===== config.mk =====
export PLATFORM = sky130hd
export DESIGN_NAME = audio_pdm_tx
export DESIGN_NICKNAME = d
export VERILOG_FILES = /design/src/rtl/audio_pdm_tx.sv
export SDC_FILE = /design/constraint.sdc
export NUM_CORES = 1
export LEC_CHECK = 0
export CAP_MARGIN = 20
export CORE_MARGIN = 8
export CORE_UTILIZATION = 50
export DETAILED_ROUTE_END_ITERATION = 7
export PLACE_DENSITY = 0.8
export SYNTH_ARGS = -nofsm -noshare
export SYNTH_HDL_FRONTEND = slang
export SYNTH_SLANG_ARGS = --single-unit

===== constraint.sdc =====
create_clock -name clk -period 4.7 [get_ports clk]
set_input_delay 0.94 -clock clk [delete_from_list [all_inputs] [get_ports clk]]
set_output_delay 0.94 -clock clk [all_outputs]
set_load 0.01 [all_outputs]

===== src/rtl/audio_pdm_tx.sv =====
// -----------------------------------------------------------------------------
// audio_pdm_tx
//
// Purpose:
//   Converts a stream of signed 16-bit PCM samples into a 1-bit PDM bitstream
//   for a speaker or class-D output stage. It is the transmit-side counterpart
//   of the PDM microphone path and runs from the shared PDM-bit and
//   PCM-sample strobes on the same clock.
//
//   Pipeline:
//     1. One-entry sample buffer with a valid/ready handshake.
//     2. Zero-order hold: the current sample is held for a whole sample
//        period and is only replaced on a sample-period boundary.
//     3. Second-order sigma-delta modulator with saturating integrators.
//
// Parameters:
//   W             integrator width in bits, signed (valid range 20..32)
//
// Ports:
//   clk           in   1   system clock
//   rst           in   1   synchronous active-high reset
//   stb_pdm       in   1   one-cycle strobe: one modulator step / PDM bit
//   stb_pcm       in   1   one-cycle strobe: sample-period boundary
//   pcm_in        in   16  signed PCM sample
//   pcm_valid     in   1   pcm_in valid
//   pcm_ready     out  1   buffer can accept (combinational)
//   mute          in   1   force modulator input to 0
//   pdm_out       out  1   registered PDM bit
//   underrun      out  1   one-cycle pulse: sample period started with no data
//   underrun_cnt  out  8   saturating underrun counter
//
// Configuration macro:
//   AUDIO_PDM_TX_DITHER_EN  when defined, a 16-bit Galois LFSR supplies a
//                           +/-1 dither term to the second integrator. When
//                           undefined the dither term is 0 and no LFSR
//                           exists.
// -----------------------------------------------------------------------------
module audio_pdm_tx #(
    parameter int W = 24
) (
    input  logic               clk,
    input  logic               rst,
    input  logic               stb_pdm,
    input  logic               stb_pcm,
    input  logic signed [15:0] pcm_in,
    input  logic               pcm_valid,
    output logic               pcm_ready,
    input  logic               mute,
    output logic               pdm_out,
    output logic               underrun,
    output logic [7:0]         underrun_cnt
);

    // Intermediate sums carry two guard bits so that i + i + fb + d can
    // never wrap before it is clamped back to W bits.
    localparam int SW = W + 2;

    // Integrator clamp limits: +/-(2^(W-1)-1), expressed at SW bits. Built
    // from bit patterns so that W=32 does not overflow 32-bit int arithmetic.
    localparam logic signed [SW-1:0] SAT_MAX = {3'b000, {(W-1){1'b1}}};
    localparam logic signed [SW-1:0] SAT_MIN = {3'b111, {(W-2){1'b0}}, 1'b1};

    // Feedback magnitude equals full scale of the 16-bit input (2^15).
    localparam logic signed [SW-1:0] FB_MAG = {{(SW-17){1'b0}}, 17'h08000};

    // Input is clamped to 75 % of full scale; beyond this a second-order
    // loop with this feedback level is no longer guaranteed stable.
    localparam logic signed [15:0] X_LIM = 16'sd24576;

    // -------------------------------------------------------------------------
    // State
    // -------------------------------------------------------------------------
    logic signed [15:0]  buf_q,        buf_d;
    logic                buf_full_q,   buf_full_d;
    logic signed [15:0]  cur_q,        cur_d;
    logic                underrun_q,   underrun_d;
    logic [7:0]          under_cnt_q,  under_cnt_d;
    logic signed [W-1:0] i1_q,         i1_d;
    logic signed [W-1:0] i2_q,         i2_d;
    logic                pdm_q,        pdm_d;

    // -------------------------------------------------------------------------
    // Handshake / buffer / zero-order hold
    // -------------------------------------------------------------------------
    logic accept;

    // Ready is held low during reset so no sample is accepted into a buffer
    // that is being cleared on the same edge.
    assign pcm_ready = ~buf_full_q & ~rst;
    assign accept    = pcm_valid & pcm_ready;

    always_comb begin
        buf_d       = buf_q;
        buf_full_d  = buf_full_q;
        cur_d       = cur_q;
        underrun_d  = 1'b0;
        under_cnt_d = under_cnt_q;

        if (accept) begin
            buf_d      = pcm_in;
            buf_full_d = 1'b1;
        end

        if (stb_pcm) begin
            if (buf_full_q) begin
                // accept cannot be high here: ready is low while full.
                cur_d      = buf_q;
                buf_full_d = 1'b0;
            end else if (accept) begin
                // Bypass: the sample arriving on the boundary goes straight
                // to the hold register and never occupies the buffer.
                cur_d      = pcm_in;
                buf_full_d = 1'b0;
            end else begin
                // No data for this period: keep the previous sample.
                underrun_d = 1'b1;
                if (under_cnt_q != 8'hFF) begin
                    under_cnt_d = under_cnt_q + 8'd1;
                end
            end
        end
    end

    // -------------------------------------------------------------------------
    // Optional dither source
    // -------------------------------------------------------------------------
    logic signed [SW-1:0] dith;

`ifdef AUDIO_PDM_TX_DITHER_EN
    // Galois LFSR, x^16 + x^14 + x^13 + x^11 + 1, right-shifting form.
    localparam logic [15:0] LFSR_TAPS = 16'hB400;
    localparam logic [15:0] LFSR_SEED = 16'hACE1;
    localparam logic signed [SW-1:0] DITH_ONE = {{(SW-1){1'b0}}, 1'b1};

    logic [15:0] lfsr_q, lfsr_d;
    logic [15:0] lfsr_shift;

    genvar gi;
    generate
        for (gi = 0; gi < 16; gi++) begin : g_lfsr
            if (gi == 15) begin : g_top
                assign lfsr_shift[gi] = lfsr_q[0] & LFSR_TAPS[gi];
            end else begin : g_mid
                assign lfsr_shift[gi] = lfsr_q[gi+1] ^ (lfsr_q[0] & LFSR_TAPS[gi]);
            end
        end
    endgenerate

    assign lfsr_d = stb_pdm ? lfsr_shift : lfsr_q;
    assign dith   = lfsr_q[0] ? DITH_ONE : -DITH_ONE;

    always_ff @(posedge clk) begin
        if (rst) begin
            lfsr_q <= LFSR_SEED;
        end else begin
            lfsr_q <= lfsr_d;
        end
    end
`else
    assign dith = '0;
`endif

    // -------------------------------------------------------------------------
    // Second-order sigma-delta modulator
    // -------------------------------------------------------------------------
    function automatic logic signed [W-1:0] sat(input logic signed [SW-1:0] v);
        if (v > SAT_MAX) begin
            return SAT_MAX[W-1:0];
        end else if (v < SAT_MIN) begin
            return SAT_MIN[W-1:0];
        end else begin
            return v[W-1:0];
        end
    endfunction

    logic signed [15:0]   x_clamped;
    logic signed [SW-1:0] x_ext;
    logic signed [SW-1:0] i1_ext;
    logic signed [SW-1:0] i2_ext;
    logic signed [SW-1:0] fb;
    logic signed [SW-1:0] sum1;
    logic signed [SW-1:0] sum2;
    logic                 y;

    always_comb begin
        if (mute) begin
            x_clamped = '0;
        end else if (cur_q > X_LIM) begin
            x_clamped = X_LIM;
        end else if (cur_q < -X_LIM) begin
            x_clamped = -X_LIM;
        end else begin
            x_clamped = cur_q;
        end
    end

    assign x_ext  = {{(SW-16){x_clamped[15]}}, x_clamped};
    assign i1_ext = {{2{i1_q[W-1]}}, i1_q};
    assign i2_ext = {{2{i2_q[W-1]}}, i2_q};

    // Quantiser: output 1 whenever the second integrator is non-negative.
    assign y  = ~i2_q[W-1];
    assign fb = y ? FB_MAG : -FB_MAG;

    // Second integrator consumes the pre-update first integrator value.
    assign sum1 = i1_ext + x_ext - fb;
    assign sum2 = i2_ext + i1_ext - fb + dith;

    always_comb begin
        i1_d  = i1_q;
        i2_d  = i2_q;
        pdm_d = pdm_q;
        if (stb_pdm) begin
            i1_d  = sat(sum1);
            i2_d  = sat(sum2);
            pdm_d = y;
        end
    end

    // -------------------------------------------------------------------------
    // State registers
    // -------------------------------------------------------------------------
    always_ff @(posedge clk) begin
        if (rst) begin
            buf_q       <= '0;
            buf_full_q  <= 1'b0;
            cur_q       <= '0;
            underrun_q  <= 1'b0;
            under_cnt_q <= '0;
            i1_q        <= '0;
            i2_q        <= '0;
            pdm_q       <= 1'b0;
        end else begin
            buf_q       <= buf_d;
            buf_full_q  <= buf_full_d;
            cur_q       <= cur_d;
            underrun_q  <= underrun_d;
            under_cnt_q <= under_cnt_d;
            i1_q        <= i1_d;
            i2_q        <= i2_d;
            pdm_q       <= pdm_d;
        end
    end

    assign pdm_out      = pdm_q;
    assign underrun     = underrun_q;
    assign underrun_cnt = under_cnt_q;

endmodule

==> impl_metrics.tcl <==
set metrics [dict create \
    grt_pass1_wl_mm 35.8 \
    grt_pass1_vias 7520 \
    fmax_mhz 202 \
    dp_cells 1274 \
    yosysUniqueCellTypes 82 \
    place.gp.congestion 0.936 \
    routed_wl_mm 23.0 \
    synth_area_um2 7770 \
    status "finished with violations" \
    core_um2 15200 \
    violations "setup timing" \
    syn_inst 981 \
    die_area_um2 19800 \
    critical_path_arrival_ns 5.17 \
    hold_violations 0 \
    layout_min_cycle_time_ns 4.96 \
    worst-setup-path-type "reg -> reg" \
    final_nets 1237 \
    initialDrtViolationCount 689 \
    cts-root-buf "clkbuf_16" \
    antenna_found_initial 0 \
    crit_start "cur_q[3]$_SDFFE_PP0P_" \
    cp-end-kind "register" \
    fin_crit_sh_pct 106 \
    die_x_um 141 \
    worstHoldPathCells 2 \
    async_reset_ff_share_pct 0 \
    final_cells 1309 \
    syn_nets 1102 \
    ys_seq_elements 91 \
    fp-row-count 45 \
    cap_violations 0 \
    ys_top_cells_by_area "dfxtp_1 (23%), ha_1 (14%), inv_1 (6.9%), nand2_1 (4.2%), fa_1 (3.9%)" \
    cts_tree "yes" \
    required_ns 4.91 \
    drc 0 \
    grt_usage_pct 21.7 \
    start_kind "register" \
    synthFlopType "dfxtp_1" \
    r2r_end "i1_q[7]$_SDFFE_PP0P_" \
    clock_latency_ns 0.36 \
    initial_core_util_pct 51.1 \
    min_from "buf_q[10]$_SDFFE_PP0P_" \
    ios 33 \
    yosysSeqAreaShare_pct 23.4 \
    die_y_um 141 \
    drtPass1Iterations 5 \
    fillers 1159 \
    numCtsBuffers 9 \
    hold_path.class "reg -> reg" \
    grt_max_degree 80 \
    clk_pin_slew_ns 0.08 \
    cts_hold_buffers 0 \
    fin_worst_skew_ns 0.0133 \
    setup_slack_ns -0.259 \
    areaGrowthSynthToFinish_pct 30.0 \
    io_buffers 32 \
    grt_overflow_total 0 \
    wl_per_cell_um 17.5 \
    slew_headroom_pct 28.2 \
    crit_fanout 6 \
    synth_edf_count 0 \
    netlist.area_leader.share_pct 23.4 \
    num_antenna_cells 0 \
    area.sequential_um2 1820 \
    clock_path_buffers 2 \
    drive_above_1_share_pct 23.1 \
    slew_violations 0 \
    place_hpwl_mm 15.6 \
    ant_nets 0 \
    viasPerCell 5.99 \
    cts-htree-levels 3 \
    finalSetupViolCount 19 \
    multiInputGateArea_um2 5790 \
    cts_num_sinks 91 \
    reg2regPathDepth 22 \
    r2r_start "cur_q[3]$_SDFFE_PP0P_" \
    via_count 7846 \
    synth_warnings 0 \
    syn_avg_cell_area_um2 7.92 \
    holdPathEnd "buf_q[10]$_SDFFE_PP0P_" \
    synth_largest_area_cell "dfxtp_1" \
    tightest_slew_ns 1.08 \
    rsz0062_at_grt "true" \
    utilization_pct 66.4 \
    rrSetupSlack_ns -0.26 \
]
## Yosys cell counts (14+ instances only)
library cell	count
nand2b_1	26
a221o_1	16
fa_1	15
a2111oi_0	14
a21oi_1	47
mux2i_1	19
a21o_1	14
xnor2_1	21
nand4_1	15
ha_1	84
a211oi_1	28
nand2_1	87
dfxtp_1	91
xor2_1	20
o21ai_0	42
inv_1	142
clkbuf_1	29
nor2_1	78
## kinds of logic after synthesis
| kind of cell | Yosys count | synth area share [%] |
|---|---|---|
| and+or+nand+nor | 283 | 18.0 |
| AOI/OAI and AO/OA | 264 | 24.9 |
| buffers and inverters | 184 | 9.18 |
| adders and majority gates | 99 | 17.4 |
| DFF | 91 | 23.4 |
| xor gates and xnor gates | 41 | 4.62 |
| muxes | 19 | 2.45 |
## state kept, by name, indices dropped and copies added, names as in the netlist
signal and count:
pdm_out 1, underrun 1, i2_q 24, cur_q 16
i1_q 24, buf_full_q 1, buf_q 16, underrun_cnt 8
## timing repair
item	in CTS	in global routing
cloned	3	0
hold endpoints to repair	0	0
setup buffers	12	4
pin swaps	38	18
setup endpoints to repair	23	23
resized for setup	64	48
## area by class of cell
cell class	count	area share [%]
multi-input cells	707	57.3
flip-flops and latches	91	18.1
repair buffers	164	13.6
inverters	143	5.34
clock buffers	10	2.37
well taps	188	2.33
clock inverters	6	0.929
## worst max path at each step
stage                                        to  cells after the start
final                      i1_q[7]$_SDFFE_PP0P_                     22
after global routing       i1_q[8]$_SDFFE_PP0P_                     22
after CTS                  i1_q[8]$_SDFFE_PP0P_                     21
after detailed placement   i1_q[5]$_SDFFE_PP0P_                     18
after global placement     i1_q[1]$_SDFFE_PP0P_                     18
after floorplan           i1_q[11]$_SDFFE_PP0P_                     18
## critical path, cell delays in order, from the launching register on
cell       delay, ns
dfxtp_2         0.32
nor4_2          0.28
nand4_1         0.15
and4_4          0.19
or2_4           0.27
nor2_4          0.16
nand2_1         0.10
ha_1            0.29
inv_1           0.07
ha_4            0.31
o211ai_1        0.16
o21ai_2         0.36
nand4_1         0.26
a21boi_2        0.25
o2111a_2        0.27
buf_4           0.13
nor2_1          0.04
o22ai_1         0.18
a311o_2         0.24
a21oi_4         0.07
buf_4           0.14
buf_12          0.12
a2111oi_0       0.45
## per-layer routing
metal | share of wire, % | GRT usage [%] | vias to the layer above
met5 | 0 | 0 | -
met4 | 4.9 | 11.5 | 0
met3 | 6.3 | 3.88 | 92
met2 | 48 | 36.9 | 368
met1 | 41 | 25.7 | 3650
li1 | - | - | 3736
## through the flow
step                setup WS, ns  area (um^2)  hold WS, ns  TNS (ns)
global placement          -0.599         9020        0.458    -12.35
detailed placement        -0.710         9020        0.465    -14.68
finish                    -0.259        10100        0.474     -2.94
CTS                      -0.0354         9840        0.478    -0.346
floorplan               0.000393         7790        0.441         0
global route              -0.326        10100        0.494     -6.20
## layout by cell type, fill, tap and decap left out, types with 7 or more instances in the layout
cell type,synthesis,routed
xnor2_1,21,19
a211oi_1,28,27
or3_1,11,9
o21ai_0,42,37
ha_4,0,14
nand2_2,0,7
clkbuf_16,0,9
fa_1,15,15
clkdlybuf4s50_1,0,30
nand2_1,87,79
inv_1,142,139
ha_1,84,69
o21ai_1,10,10
nand3_1,8,8
a31oi_1,11,8
nor3_1,11,8
o21a_1,12,12
a221o_1,16,16
a21oi_1,47,38
nor2_1,78,75
o21bai_1,10,10
nand2b_1,26,26
dfxtp_1,91,89
a21oi_2,3,12
a21o_1,14,14
buf_4,0,124
nand4_1,15,15
mux2i_1,19,19
xor2_1,20,20
Power is not shown: default switching activity piles up to over one toggle a cycle in this logic, so the estimate is an artifact.
